==> config.mk <==
export PLATFORM = sky130hd
export DESIGN_NAME = gx_rst_ctrl
export DESIGN_NICKNAME = d
export VERILOG_FILES = /design/src/rtl/gx_rst_pkg.sv /design/src/rtl/gx_rst_sync.sv /design/src/rtl/gx_rst_ctrl.sv
export SDC_FILE = /design/constraint.sdc
export NUM_CORES = 1
export LEC_CHECK = 0
export CORE_MARGIN = 1.5
export CORE_UTILIZATION = 50
export CTS_CLUSTER_SIZE = 30
export DETAILED_ROUTE_END_ITERATION = 8
export PLACE_DENSITY = 0.8
export SKIP_CTS_REPAIR_TIMING = 1
export SYNTH_ARGS = -nofsm -noshare
export SYNTH_HDL_FRONTEND = slang
export SYNTH_SLANG_ARGS = --single-unit
==> constraint.sdc <==
create_clock -name clk -period 3.9 [get_ports clk]
set_input_delay 1.17 -clock clk [delete_from_list [all_inputs] [get_ports clk]]
set_output_delay 1.17 -clock clk [all_outputs]
set_load 0.01 [all_outputs]
==> src/rtl/gx_rst_pkg.sv <==
// Shared types and default timing for the GX transceiver reset sequencer.
package gx_rst_pkg;

  typedef enum logic [1:0] {
    TX_PD,
    TX_WAIT,
    TX_ANA_REL,
    TX_READY
  } tx_state_e;

  typedef enum logic [1:0] {
    RX_ANA,
    RX_WAIT_CDR,
    RX_READY
  } rx_state_e;

  // Default timing at the 50 MHz management clock
  localparam int T_PLL_PD_CYC_DEF = 50;
  localparam int T_TX_DIG_CYC_DEF = 4;
  localparam int T_RX_ANA_CYC_DEF = 4;
  localparam int T_RX_LTD_CYC_DEF = 250;
  localparam int T_RX_TO_CYC_DEF  = 50000;
  localparam int SYNC_N_DEF       = 2;

  function automatic int max_int(input int a, input int b);
    return (a > b) ? a : b;
  endfunction

endpackage

==> src/rtl/gx_rst_sync.sv <==
// Multi-flop bit synchronizer for an asynchronous status input; clears to 0 on reset.
module gx_rst_sync #(
  parameter int SYNC_N = 2
) (
  input  logic clk,
  input  logic nreset,
  input  logic d,
  output logic q
);

  logic [SYNC_N-1:0] chain;

  // Shift the async input through SYNC_N flops
  always_ff @(posedge clk or negedge nreset) begin
    if (!nreset) chain <= '0;
    else         chain <= {chain[SYNC_N-2:0], d};
  end

  assign q = chain[SYNC_N-1];

endmodule

==> src/rtl/gx_rst_ctrl.sv <==
// Cyclone 10 GX reset sequencer: PLL powerdown, TX and RX analog/digital resets
// and ready flags. Two FSMs share the clock; every output is a register.
module gx_rst_ctrl
  import gx_rst_pkg::*;
#(
  parameter int T_PLL_PD_CYC = T_PLL_PD_CYC_DEF,
  parameter int T_TX_DIG_CYC = T_TX_DIG_CYC_DEF,
  parameter int T_RX_ANA_CYC = T_RX_ANA_CYC_DEF,
  parameter int T_RX_LTD_CYC = T_RX_LTD_CYC_DEF,
  parameter int T_RX_TO_CYC  = T_RX_TO_CYC_DEF,
  parameter int SYNC_N       = SYNC_N_DEF
) (
  input  logic clk,
  input  logic nreset,
  input  logic pll_locked_i,
  input  logic tx_cal_busy_i,
  input  logic rx_cal_busy_i,
  input  logic rx_is_lockedtodata_i,
  output logic pll_powerdown_o,
  output logic tx_analogreset_o,
  output logic tx_digitalreset_o,
  output logic tx_ready_o,
  output logic rx_analogreset_o,
  output logic rx_digitalreset_o,
  output logic rx_ready_o
);

  localparam int TX_W  = $clog2(max_int(T_PLL_PD_CYC, T_TX_DIG_CYC) + 1);
  localparam int RUN_W = $clog2(T_RX_LTD_CYC + 1);
  localparam int TO_W  = $clog2(max_int(T_RX_TO_CYC, T_RX_ANA_CYC) + 1);

  localparam logic [TX_W-1:0]  PD_LAST  = TX_W'(T_PLL_PD_CYC - 1);
  localparam logic [TX_W-1:0]  DIG_LAST = TX_W'(T_TX_DIG_CYC - 1);
  localparam logic [RUN_W-1:0] LTD_RUN  = RUN_W'(T_RX_LTD_CYC);
  localparam logic [TO_W-1:0]  ANA_MIN  = TO_W'(T_RX_ANA_CYC);
  localparam logic [TO_W-1:0]  TO_MAX   = TO_W'(T_RX_TO_CYC);

  function automatic logic [TX_W-1:0] tx_sat_inc(input logic [TX_W-1:0] v);
    return (v == '1) ? v : v + TX_W'(1);
  endfunction

  function automatic logic [RUN_W-1:0] run_sat_inc(input logic [RUN_W-1:0] v);
    return (v == '1) ? v : v + RUN_W'(1);
  endfunction

  function automatic logic [TO_W-1:0] to_sat_inc(input logic [TO_W-1:0] v);
    return (v == '1) ? v : v + TO_W'(1);
  endfunction

  logic pll_locked, tx_cal_busy, rx_cal_busy, rx_ltd;

  gx_rst_sync #(.SYNC_N(SYNC_N)) u_sync_lock (
    .clk(clk), .nreset(nreset), .d(pll_locked_i), .q(pll_locked));
  gx_rst_sync #(.SYNC_N(SYNC_N)) u_sync_txcal (
    .clk(clk), .nreset(nreset), .d(tx_cal_busy_i), .q(tx_cal_busy));
  gx_rst_sync #(.SYNC_N(SYNC_N)) u_sync_rxcal (
    .clk(clk), .nreset(nreset), .d(rx_cal_busy_i), .q(rx_cal_busy));
  gx_rst_sync #(.SYNC_N(SYNC_N)) u_sync_ltd (
    .clk(clk), .nreset(nreset), .d(rx_is_lockedtodata_i), .q(rx_ltd));

  tx_state_e        tx_state;
  rx_state_e        rx_state;
  logic [TX_W-1:0]  tx_cnt;
  logic [RUN_W-1:0] run_cnt;
  logic [TO_W-1:0]  to_cnt;
  logic [RUN_W-1:0] run_inc;
  logic [TO_W-1:0]  to_inc;
  logic             tx_started;

  assign run_inc    = run_sat_inc(run_cnt);
  assign to_inc     = to_sat_inc(to_cnt);
  // RX sequencing is held off until the PLL has been powered up
  assign tx_started = (tx_state != TX_PD);

  // TX FSM: PLL powerdown, wait for lock/cal, staged analog then digital release.
  // TX cal_busy can only be seen rising in ANA_REL/READY since both are entered with it low.
  always_ff @(posedge clk or negedge nreset) begin
    if (!nreset) begin
      tx_state          <= TX_PD;
      tx_cnt            <= '0;
      pll_powerdown_o   <= 1'b1;
      tx_analogreset_o  <= 1'b1;
      tx_digitalreset_o <= 1'b1;
      tx_ready_o        <= 1'b0;
    end else begin
      case (tx_state)
        TX_PD: begin
          if (tx_cnt == PD_LAST) begin
            tx_state        <= TX_WAIT;
            tx_cnt          <= '0;
            pll_powerdown_o <= 1'b0;
          end else begin
            tx_cnt <= tx_sat_inc(tx_cnt);
          end
        end
        TX_WAIT: begin
          if (pll_locked && !tx_cal_busy) begin
            tx_state         <= TX_ANA_REL;
            tx_cnt           <= '0;
            tx_analogreset_o <= 1'b0;
          end
        end
        TX_ANA_REL: begin
          if (!pll_locked || tx_cal_busy) begin
            tx_state          <= TX_WAIT;
            tx_cnt            <= '0;
            tx_analogreset_o  <= 1'b1;
            tx_digitalreset_o <= 1'b1;
            tx_ready_o        <= 1'b0;
          end else if (tx_cnt == DIG_LAST) begin
            tx_state          <= TX_READY;
            tx_cnt            <= '0;
            tx_digitalreset_o <= 1'b0;
            tx_ready_o        <= 1'b1;
          end else begin
            tx_cnt <= tx_sat_inc(tx_cnt);
          end
        end
        TX_READY: begin
          if (!pll_locked || tx_cal_busy) begin
            tx_state          <= TX_WAIT;
            tx_cnt            <= '0;
            tx_analogreset_o  <= 1'b1;
            tx_digitalreset_o <= 1'b1;
            tx_ready_o        <= 1'b0;
          end
        end
        default: tx_state <= TX_PD;
      endcase
    end
  end

  // RX FSM: analog reset hold, CDR lock qualification with timeout, ready tracking
  always_ff @(posedge clk or negedge nreset) begin
    if (!nreset) begin
      rx_state          <= RX_ANA;
      run_cnt           <= '0;
      to_cnt            <= '0;
      rx_analogreset_o  <= 1'b1;
      rx_digitalreset_o <= 1'b1;
      rx_ready_o        <= 1'b0;
    end else begin
      case (rx_state)
        RX_ANA: begin
          if (tx_started) begin
            if (to_cnt >= ANA_MIN && !rx_cal_busy) begin
              rx_state         <= RX_WAIT_CDR;
              run_cnt          <= '0;
              to_cnt           <= '0;
              rx_analogreset_o <= 1'b0;
            end else begin
              to_cnt <= to_inc;
            end
          end
        end
        RX_WAIT_CDR: begin
          if (rx_cal_busy) begin
            rx_state         <= RX_ANA;
            run_cnt          <= '0;
            to_cnt           <= '0;
            rx_analogreset_o <= 1'b1;
          end else if (rx_ltd && run_inc == LTD_RUN) begin
            rx_state          <= RX_READY;
            run_cnt           <= '0;
            to_cnt            <= '0;
            rx_digitalreset_o <= 1'b0;
            rx_ready_o        <= 1'b1;
          end else if (to_inc == TO_MAX) begin
            rx_state         <= RX_ANA;
            run_cnt          <= '0;
            to_cnt           <= '0;
            rx_analogreset_o <= 1'b1;
          end else begin
            run_cnt <= rx_ltd ? run_inc : '0;
            to_cnt  <= to_inc;
          end
        end
        RX_READY: begin
          if (rx_cal_busy) begin
            rx_state          <= RX_ANA;
            run_cnt           <= '0;
            to_cnt            <= '0;
            rx_analogreset_o  <= 1'b1;
            rx_digitalreset_o <= 1'b1;
            rx_ready_o        <= 1'b0;
          end else if (!rx_ltd) begin
            rx_state          <= RX_WAIT_CDR;
            run_cnt           <= '0;
            to_cnt            <= '0;
            rx_digitalreset_o <= 1'b1;
            rx_ready_o        <= 1'b0;
          end
        end
        default: rx_state <= RX_ANA;
      endcase
    end
  end

endmodule

=== Yosys cells after proc, flatten, opt, wreduce, memory -nomap -nowiden ===
Index checks and enable logic that the tools add are counted.

* Register bits after elaboration: 49
* Output and inout port bits: 7
* Logic and storage cells: 138

* Add/subtract/negate cells: 3
* $lt $le $gt $ge: 1
* Equality and inequality tests: 26
* Mux-type cells: 67
* Reductions and logical operators: 25

{| class="wikitable"
|+ Operator list
! operator !! count
|-
| two-way mux 16 bit || 8
|-
| two-way mux 8 bit || 9
|-
| one-hot mux 16 bit (3 select lines) || 1
|-
| two-way mux 6 bit || 6
|-
| equality test 16 bit (second input constant) || 2
|-
| two-way mux 2 bit || 12
|-
| one-hot mux 6 bit (4 select lines) || 1
|-
| one-hot mux 8 bit (3 select lines) || 1
|-
| two-way mux 1 bit || 21
|-
| adder 16 x 1 -> 16 bit (second input constant) || 1
|-
| equality test 8 bit (second input constant) || 2
|-
| >= comparator 16 x 3 -> 1 bit (second input constant) || 1
|-
| AND reduction 4 bit || 4
|-
| inequality test 2 bit (second input constant) || 7
|-
| equality test 6 bit (second input constant) || 2
|-
| one-hot mux 1 bit (2 select lines) || 5
|-
| AND reduction 3 bit || 3
|-
| adder 8 x 1 -> 8 bit (second input constant) || 1
|-
| one-hot mux 2 bit (4 select lines) || 1
|-
| nonzero test 2 bit || 4
|-
| adder 6 x 1 -> 6 bit (second input constant) || 1
|-
| equality test 2 bit (second input constant) || 3
|-
| equality test 6 x 2 -> 1 bit (second input constant) || 1
|-
| inequality test 3 x 2 -> 1 bit (second input constant) || 2
|-
| 14 further kinds || 23
|}

=== Longest topological paths before layout ===
Gate-level depths: netlist (run 1).

* Depth after elaboration: 7
* Mapped depth: 11

=== By module ===
Synthesis (run 1) repeated with hierarchy kept, for this count alone.

* Cells, all modules: 379
* Area total of the unflattened synthesis: 3216.8 um2

{| class="wikitable"
|+ Modules (own cells, without submodules)
! module !! times used !! cells each !! area each (um2) !! sequential area each (um2)
|-
| gx_rst_ctrl || 1 || 371 || 3016.6 || 1032.2
|-
| gx_rst_sync || 4 || 2 || 50.0 || 50.0
|}

=== Worst setup path after synthesis (run 1) ===
Ideal clock, no wire load.

* Path type: flip-flop to flip-flop
* Start point: register run_cnt[0]
* End point: register to_cnt[3]
* Library setup time: 0.144 ns
* Data arrival time: 2.908 ns
* Path slack: 0.847 ns
* Cell stages (with the launch flop): 8
* Buffers on the path: 1
* Period minus slack after synthesis: 3.053 ns
* Cell sequence: dfrtp_1 -> ha_1 -> clkbuf_1 -> or4_1 -> a2111oi_1 -> nor3_1 -> a211oi_4 -> a311oi_1

* Cells in the longest elaborated chain, start to end: 7
* Elaborated cells between the ends (all ways): 8
* Classes of those cells: 1 x add/sub; 2 x eq/ne; 4 x mux; 1 x reduce/logical

{| class="wikitable"
|+ RTL lines
! element !! line !! text
|-
| from (decl) || gx_rst_ctrl.sv:64 || <nowiki>logic [RUN_W-1:0] run_cnt;</nowiki>
|-
| from (signal assigned) || gx_rst_ctrl.sv:174 || <nowiki>run_cnt <= rx_ltd ? run_inc : '0;</nowiki>
|-
| adder 8 x 1 -> 8 bit / equality test 8 bit (equally long branches) || gx_rst_ctrl.sv:43 || <nowiki>return (v == '1) ? v : v + RUN_W'(1);</nowiki>
|-
| two-way mux 8 bit * || gx_rst_ctrl.sv:43 ||
|-
| equality test 8 bit * || gx_rst_ctrl.sv:162 || <nowiki>end else if (rx_ltd && run_inc == LTD_RUN) begin</nowiki>
|-
| logical AND 1 bit * || gx_rst_ctrl.sv:162 ||
|-
| two-way mux 16 bit * || gx_rst_ctrl.sv:162 ||
|-
| two-way mux 16 bit * || gx_rst_ctrl.sv:157 || <nowiki>if (rx_cal_busy) begin</nowiki>
|-
| one-hot mux 16 bit (3 select lines) * || gx_rst_ctrl.sv:143 || <nowiki>case (rx_state)</nowiki>
|-
| to (signal assigned) || gx_rst_ctrl.sv:152 || <nowiki>to_cnt <= to_inc;</nowiki>
|-
| to (signal assigned) || gx_rst_ctrl.sv:175 || <nowiki>to_cnt <= to_inc;</nowiki>
|-
| to (decl) || gx_rst_ctrl.sv:65 || <nowiki>logic [TO_W-1:0] to_cnt;</nowiki>
|}

Every way passes the cells marked *; elsewhere a longest branch is shown, timed or not.
A chain may end at the register's enable or synchronous reset.

=== Final worst setup path (run 1) ===
* Start point: register to_cnt[0]
* End point: register to_cnt[4]

* Cells in the longest elaborated chain, start to end: 7
* Elaborated cells between the ends (all ways): 12
* Classes of those cells: 1 x add/sub; 1 x order compare; 2 x eq/ne; 7 x mux; 1 x reduce/logical

{| class="wikitable"
|+ RTL lines
! element !! line !! text
|-
| adder 16 x 1 -> 16 bit / equality test 16 bit (equally long branches) || gx_rst_ctrl.sv:47 || <nowiki>return (v == '1) ? v : v + TO_W'(1);</nowiki>
|-
| two-way mux 16 bit || gx_rst_ctrl.sv:47 ||
|-
| equality test 16 bit || gx_rst_ctrl.sv:168 || <nowiki>end else if (to_inc == TO_MAX) begin</nowiki>
|-
| two-way mux 16 bit || gx_rst_ctrl.sv:168 ||
|-
| two-way mux 16 bit || gx_rst_ctrl.sv:162 ||
|-
| two-way mux 16 bit || gx_rst_ctrl.sv:157 ||
|-
| one-hot mux 16 bit (3 select lines) * || gx_rst_ctrl.sv:143 ||
|}

Every way passes the cells marked *; elsewhere a longest branch is shown, timed or not. The select of a mux whose other input is x is not followed.

==> results of run 1 <==
==> power groups by stage <==
| stage | combinational [uW] | clock, uW | sequential [uW] |
|---|---|---|---|
| floorplan | 1.70 | 0 | 524 |
| global placement | 17.2 | 0 | 524 |
| detailed placement | 17.7 | 0 | 524 |
| CTS | 17.7 | 385 | 514 |
| global route | 19.9 | 405 | 515 |
| finish | 16.6 | 380 | 514 |
==> placed cells by master (no fill, tap or decap), types with 3 or more instances in the layout <==
master / count
dfrtp_1: 44
nand3_1: 31
nor2_1: 30
nand2_1: 29
a21oi_1: 26
o21ai_0: 25
inv_1: 18
ha_1: 15
nand4_1: 12
clkdlybuf4s50_1: 11
a31oi_1: 10
nor4_1: 7
a41oi_1: 7
nor3_1: 6
mux2i_1: 6
clkbuf_8: 6
nor2b_1: 5
and4_1: 5
nand2b_1: 5
dfstp_2: 5
or4_1: 4
nand3b_1: 4
and2_1: 4
and3_1: 4
o2111ai_1: 4
buf_4: 4
a21o_1: 3
or3_1: 3
o31ai_1: 3
a311oi_1: 3
==> registers in the layout, summed over array words and instances, names as in the netlist, 2 cells and up <==
| name | flops |
|---|---|
| u_sync_txcal.chain | 2 |
| u_sync_rxcal.chain | 2 |
| tx_cnt | 6 |
| to_cnt | 16 |
| run_cnt | 8 |
| rx_state | 2 |
| u_sync_lock.chain | 2 |
| u_sync_ltd.chain | 2 |
| tx_state | 2 |
==> metal layers <==
layer  global-route usage  vias up  part of all wire
met5                    0        -                 0
met4               0.0849        0             0.014
met3               0.0356       10             0.045
met2                0.372       94              0.49
met1                0.293     1398              0.45
li1                     -     1416                 -
==> logic make-up (layout without fill, tap and decap cells) <==
| logic type | count (synthesis) | in the layout |
|---|---|---|
| xor gates and xnor gates | 3 | 3 |
| and+or+nand+nor | 156 | 156 |
| DFF | 49 | 49 |
| buffers and inverters | 38 | 42 |
| muxes | 8 | 8 |
| AOI/OAI and AO/OA | 107 | 107 |
| adders and majority gates | 15 | 15 |
==> worst paths after layout <==
kind / from / to / slack [ns] / cells past startpoint
worst max-delay path: to_cnt[0] / to_cnt[4] / 0.46 / 8
worst min-delay path: u_sync_rxcal.chain[0] / u_sync_rxcal.chain[1] / 0.35 / 0
worst max register to register: to_cnt[0] / to_cnt[4] / 0.46 / 8
worst min register to register: u_sync_rxcal.chain[0] / u_sync_rxcal.chain[1] / 0.35 / 0
max in group asynchronous: nreset / rx_digitalreset_o / 2.18 / 2
min in group asynchronous: nreset / to_cnt[12] / 0.96 / 1
==> layout make-up <==
| class | instances | area [sq um] | share of cell area |
|---|---|---|---|
| Clock buffer | 7 | 86.3 | 0.0245 |
| Clock inverter | 1 | 30.0 | 0.00851 |
| Inverter | 18 | 67.6 | 0.0192 |
| Multi-Input combinational cell | 289 | 1870 | 0.530 |
| Sequential cell | 49 | 1230 | 0.349 |
| Tap cell | 77 | 96.3 | 0.0273 |
| Timing Repair Buffer | 16 | 145 | 0.0411 |
==> worst max-delay path, cell delays in order (launching register included) <==
cell	delay (ns)
dfrtp_1	0.52
ha_1	0.32
nand4_1	0.28
or4_1	0.76
a21o_1	0.25
a21oi_1	0.12
or4b_4	0.50
a211oi_4	0.45
a311oi_1	0.09
==> through the flow <==
stage | area, sq um | util | setup slack, ns | hold slack (ns)
5_1_grt | 3530 | 0.559 | 0.266 | 0.372
3_3_place_gp | 3410 | 0.540 | 0.631 | 0.332
4_1_cts | 3530 | 0.559 | 0.509 | 0.358
2_1_floorplan | 3260 | - | 0.847 | 0.331
6_report | 3530 | 0.559 | 0.459 | 0.353
3_5_place_dp | 3410 | 0.540 | 0.535 | 0.338
==> flow_summary.json, run 1 <==
{
  "fmax_ghz": 0.291,
  "yosys_warnings": 0,
  "yosysMostFrequentCell": "dfrtp_1",
  "grt_overflow": 0,
  "port_buffers": 12,
  "cts-buffers-inserted": 5,
  "drc": 0,
  "rows": 29,
  "synth_edf_count": 0,
  "yosys-top-cells-count": "44 x dfrtp_1, 31 x nand3_1, 30 x nor2_1",
  "synth_fp_nets": 397,
  "ir_drop_uv": 321,
  "clockBufferDepth": 2,
  "clkTransAtPathRegs_ns": 0.10,
  "maxSlewHeadroom": 0.443,
  "crit_path_max_fanout": 10,
  "clkLatencyLatePin_ns": 0.30,
  "p_sw_uw": 184,
  "post-synth-top-area-cell": "dfrtp_1",
  "n_fill_cell": 597,
  "cts_sinks": 49,
  "grt_pass1_vias": 2687,
  "grt_setup_unrepaired": "no",
  "die-area_sq_um": 7020,
  "combPwrFrac": 0.018,
  "internal_power_uw": 726,
  "cp.required_ns": 4.07,
  "syn_area_sq_um": 3260,
  "finalMaxSlewViolations": 0,
  "start_kind": "register",
  "synthSimpleGateAreaFrac": 0.261,
  "fin_skew_ns": 0.0126,
  "h-tree-depth": 2,
  "pwr-share-seq": 0.565,
  "synth_area_leaders": "dfrtp_1 34%, ha_1 5.7%, nand3_1 4.8%",
  "globalRouteTotalUtil": 0.223,
  "synth_top_cell_area_share": 0.337,
  "initial_core_util": 0.517,
  "total_power_uw": 911,
  "place.gp.congestion": 0.888,
  "fin_crit_sh": 0.882,
  "clockRootBuffer": "clkbuf_8",
  "synth_top_family_by_area": "simple AND/OR/NAND/NOR gates",
  "final_hold_viol_count": 0,
  "setup_tns_ns": 0,
  "routed_wl_mm": 7.42,
  "areaGrowthSynthToFinish_pct": 8.05,
  "p_leak_uw": 0.00139,
  "drive_above_1_share": 0.0711,
  "synth-compound-area-share": 0.221,
  "grt_pass1_wl_mm": 12.8,
  "wire_per_inst_um": 16.2,
  "synth_fa_ha_area_frac": 0.0575,
  "place_inst": 449,
  "clkPwrFrac": 0.417,
  "ios": 13,
  "antennaDiodeCount": 0,
  "synth_mux_area_frac": 0.0253,
  "first_pass_iters": 5,
  "ys_ff_latch": 49,
  "die_y_um": 83.8,
  "crit_arrival_ns": 3.61,
  "fp.dieW_um": 83.8,
  "viasPerCell": 6.39,
  "async_flop_share": 1.00,
  "synthDistinctLibCells": 62,
  "power_density_nw_per_um2": 258,
  "criticalPathCategory": "register to register",
  "final_nets": 400,
  "antenna_found_initial": 0,
  "syn_inst": 376,
  "avgSynthCellArea_sq_um": 8.68,
  "layout_min_cycle_time_ns": 3.44,
  "worstSetupEndpointType": "register",
  "status": "finished, final reports clean",
  "setup_viol": 0,
  "seq_area_frac_synth": 0.378,
  "worst_pin_slew_ns": 0.835,
  "hold_class": "register to register",
  "num_vias": 2918,
  "drtIter0Drc": 199,
  "max-cap-violations": 0,
  "hpwl_mm": 5.42,
  "drt.antenna.violating_nets": 0,
  "grt_start_max_net_pins": 38,
  "coreArea_sq_um": 6310,
  "synth_flop_cell": "dfrtp_1",
  "synthXorXnorAreaFrac": 0.00805,
  "final_cells": 457,
  "power.share.switching": 0.202,
  "cts_tree": "yes"
}
Note: power is estimated with default switching activity, not from simulation.
==> run 2, diff against run 1 <==
--- a/config.mk
+++ b/config.mk
@@ -14,3 +14,4 @@
 export SYNTH_ARGS = -nofsm -noshare
 export SYNTH_HDL_FRONTEND = slang
 export SYNTH_SLANG_ARGS = --single-unit
+export TNS_END_PERCENT = 30
==> results of run 2 <==
No change in the layout: final DEF, timing and power equal those of run 1.
==> run 3, diff against run 2 <==
--- a/config.mk
+++ b/config.mk
@@ -9,6 +9,7 @@
 export CORE_UTILIZATION = 50
 export CTS_CLUSTER_SIZE = 30
 export DETAILED_ROUTE_END_ITERATION = 8
+export GPL_TIMING_DRIVEN = 0
 export PLACE_DENSITY = 0.8
 export SKIP_CTS_REPAIR_TIMING = 1
 export SYNTH_ARGS = -nofsm -noshare
==> flow_summary.json, run 3 (same netlist as run 1, synthesis figures left out) <==
{
  "die-area_sq_um": 7020,
  "hold_class": "register to register",
  "drive_above_1_share": 0.0982,
  "h-tree-depth": 2,
  "globalRouteTotalUtil": 0.215,
  "grt_start_max_net_pins": 36,
  "grt_overflow": 0,
  "maxSlewHeadroom": 0.336,
  "coreArea_sq_um": 6310,
  "drt.antenna.violating_nets": 0,
  "layout_min_cycle_time_ns": 3.59,
  "finalMaxSlewViolations": 0,
  "ir_drop_uv": 243,
  "fp.dieW_um": 83.8,
  "grt_pass1_wl_mm": 12.4,
  "port_buffers": 12,
  "min_path_cells": 0,
  "wire_per_inst_um": 15.8,
  "fmax_ghz": 0.279,
  "place_area_sq_um": 3500,
  "path_cells": "ha_1, nand4_1, or4_1, buf_2, a21o_1, a2111oi_2, nand3_1, buf_2, a41oi_1, a21oi_1",
  "fin_crit_sh": 0.919,
  "clkPwrFrac": 0.382,
  "power.share.switching": 0.242,
  "power_density_nw_per_um2": 239,
  "routed_wl_mm": 7.48,
  "largest_reg_flops": 16,
  "criticalPathCategory": "register to register",
  "num_vias": 2992,
  "first_pass_iters": 5,
  "cp.required_ns": 4.10,
  "p_leak_uw": 0.00144,
  "cts-buffers-inserted": 5,
  "initial_core_util": 0.517,
  "ios": 13,
  "drtIter0Drc": 210,
  "place_inst": 466,
  "crit_path_max_fanout": 10,
  "rows": 29,
  "r2r_setup_slack_ns": 0.31,
  "status": "finished, final reports clean",
  "clockBufferDepth": 2,
  "clkTransAtPathRegs_ns": 0.10,
  "cts_sinks": 49,
  "setup_viol": 0,
  "final_cells": 474,
  "p_sw_uw": 208,
  "top_regs": "to_cnt: 16 flops, run_cnt: 8 flops, tx_cnt: 6 flops",
  "fin_skew_ns": 0.00705,
  "worst_pin_slew_ns": 0.988,
  "final_cell_mix": "44 x dfrtp_1, 31 x nand3_1, 30 x nor2_1",
  "viasPerCell": 6.31,
  "internal_power_uw": 653,
  "place.gp.congestion": 0.949,
  "die_y_um": 83.8,
  "final_hold_viol_count": 0,
  "setup_tns_ns": 0,
  "ff2ff_path_depth": 10,
  "drc": 0,
  "total_power_uw": 862,
  "post-route-cell-area_sq_um": 3600,
  "combPwrFrac": 0.021,
  "path_common_cell": "buf_2",
  "regMostFlops": "to_cnt",
  "areaGrowthSynthToFinish_pct": 10.4,
  "antennaDiodeCount": 0,
  "start_kind": "register",
  "clkLatencyLatePin_ns": 0.32,
  "slowest_delay_ns": 0.59,
  "crit_arrival_ns": 3.78,
  "clockRootBuffer": "clkbuf_8",
  "worstSetupEndpointType": "register",
  "max-cap-violations": 0,
  "cp_slowest_cell": "or4_1",
  "hpwl_mm": 5.46,
  "grt_setup_unrepaired": "no",
  "layout_commonest_cell": "dfrtp_1",
  "final_nets": 417,
  "cts_tree": "yes",
  "pwr-share-seq": 0.597,
  "grt_pass1_vias": 2823,
  "antenna_found_initial": 0
}
-- run 3: metal layers --
layer / vias up / wire length (um) / GRT usage
met5: - / 0 / 0
met4: 0 / 196 / 0.0999
met3: 23 / 386 / 0.0307
met2: 114 / 3540 / 0.361
met1: 1403 / 3350 / 0.273
li1: 1452 / - / -
-- run 3: worst max-delay path: cells and delay by family (launching register included) --
kind                       cells  cell delay (ns)
and+or+nand+nor                3             1.33
adders and majority gates      1             0.34
buffers and inverters          2             0.51
DFF                            1             0.49
AOI/OAI and AO/OA              4             0.79
-- run 3: final timing paths --
check	start	to
max	to_cnt[1]	run_cnt[3]
min	u_sync_rxcal.chain[0]	u_sync_rxcal.chain[1]
max reg2reg	to_cnt[1]	run_cnt[3]
min reg2reg	u_sync_rxcal.chain[0]	u_sync_rxcal.chain[1]
max in group asynchronous	nreset	rx_digitalreset_o
min in group asynchronous	nreset	to_cnt[3]
-- run 3: area by class of cell --
cell class	instances	area [sq um]
fillers	590	2710
repair buffers	13	135
flip-flops and latches	49	1230
well taps	77	96.3
plain buffers	20	95.1
clock inverters	3	28.8
inverters	18	67.6
clock buffers	5	68.8
multi-input cells	289	1880
-- run 3: power groups by stage --
stage,sequential [uW],clock (uW),combinational [uW]
finish,515,329,18.0
CTS,515,339,19.1
floorplan,524,0,1.70
global placement,524,0,17.0
detailed placement,524,0,19.1
global route,515,354,21.1
-- run 3: per-stage QoR --
| stage | util | setup slack, ns | hold slack, ns |
|---|---|---|---|
| 2_1_floorplan | - | 0.847 | 0.331 |
| 3_3_place_gp | 0.551 | 0.247 | 0.331 |
| 3_5_place_dp | 0.554 | 0.257 | 0.335 |
| 4_1_cts | 0.569 | 0.258 | 0.359 |
| 5_1_grt | 0.571 | 0.138 | 0.371 |
| 6_report | 0.571 | 0.315 | 0.359 |
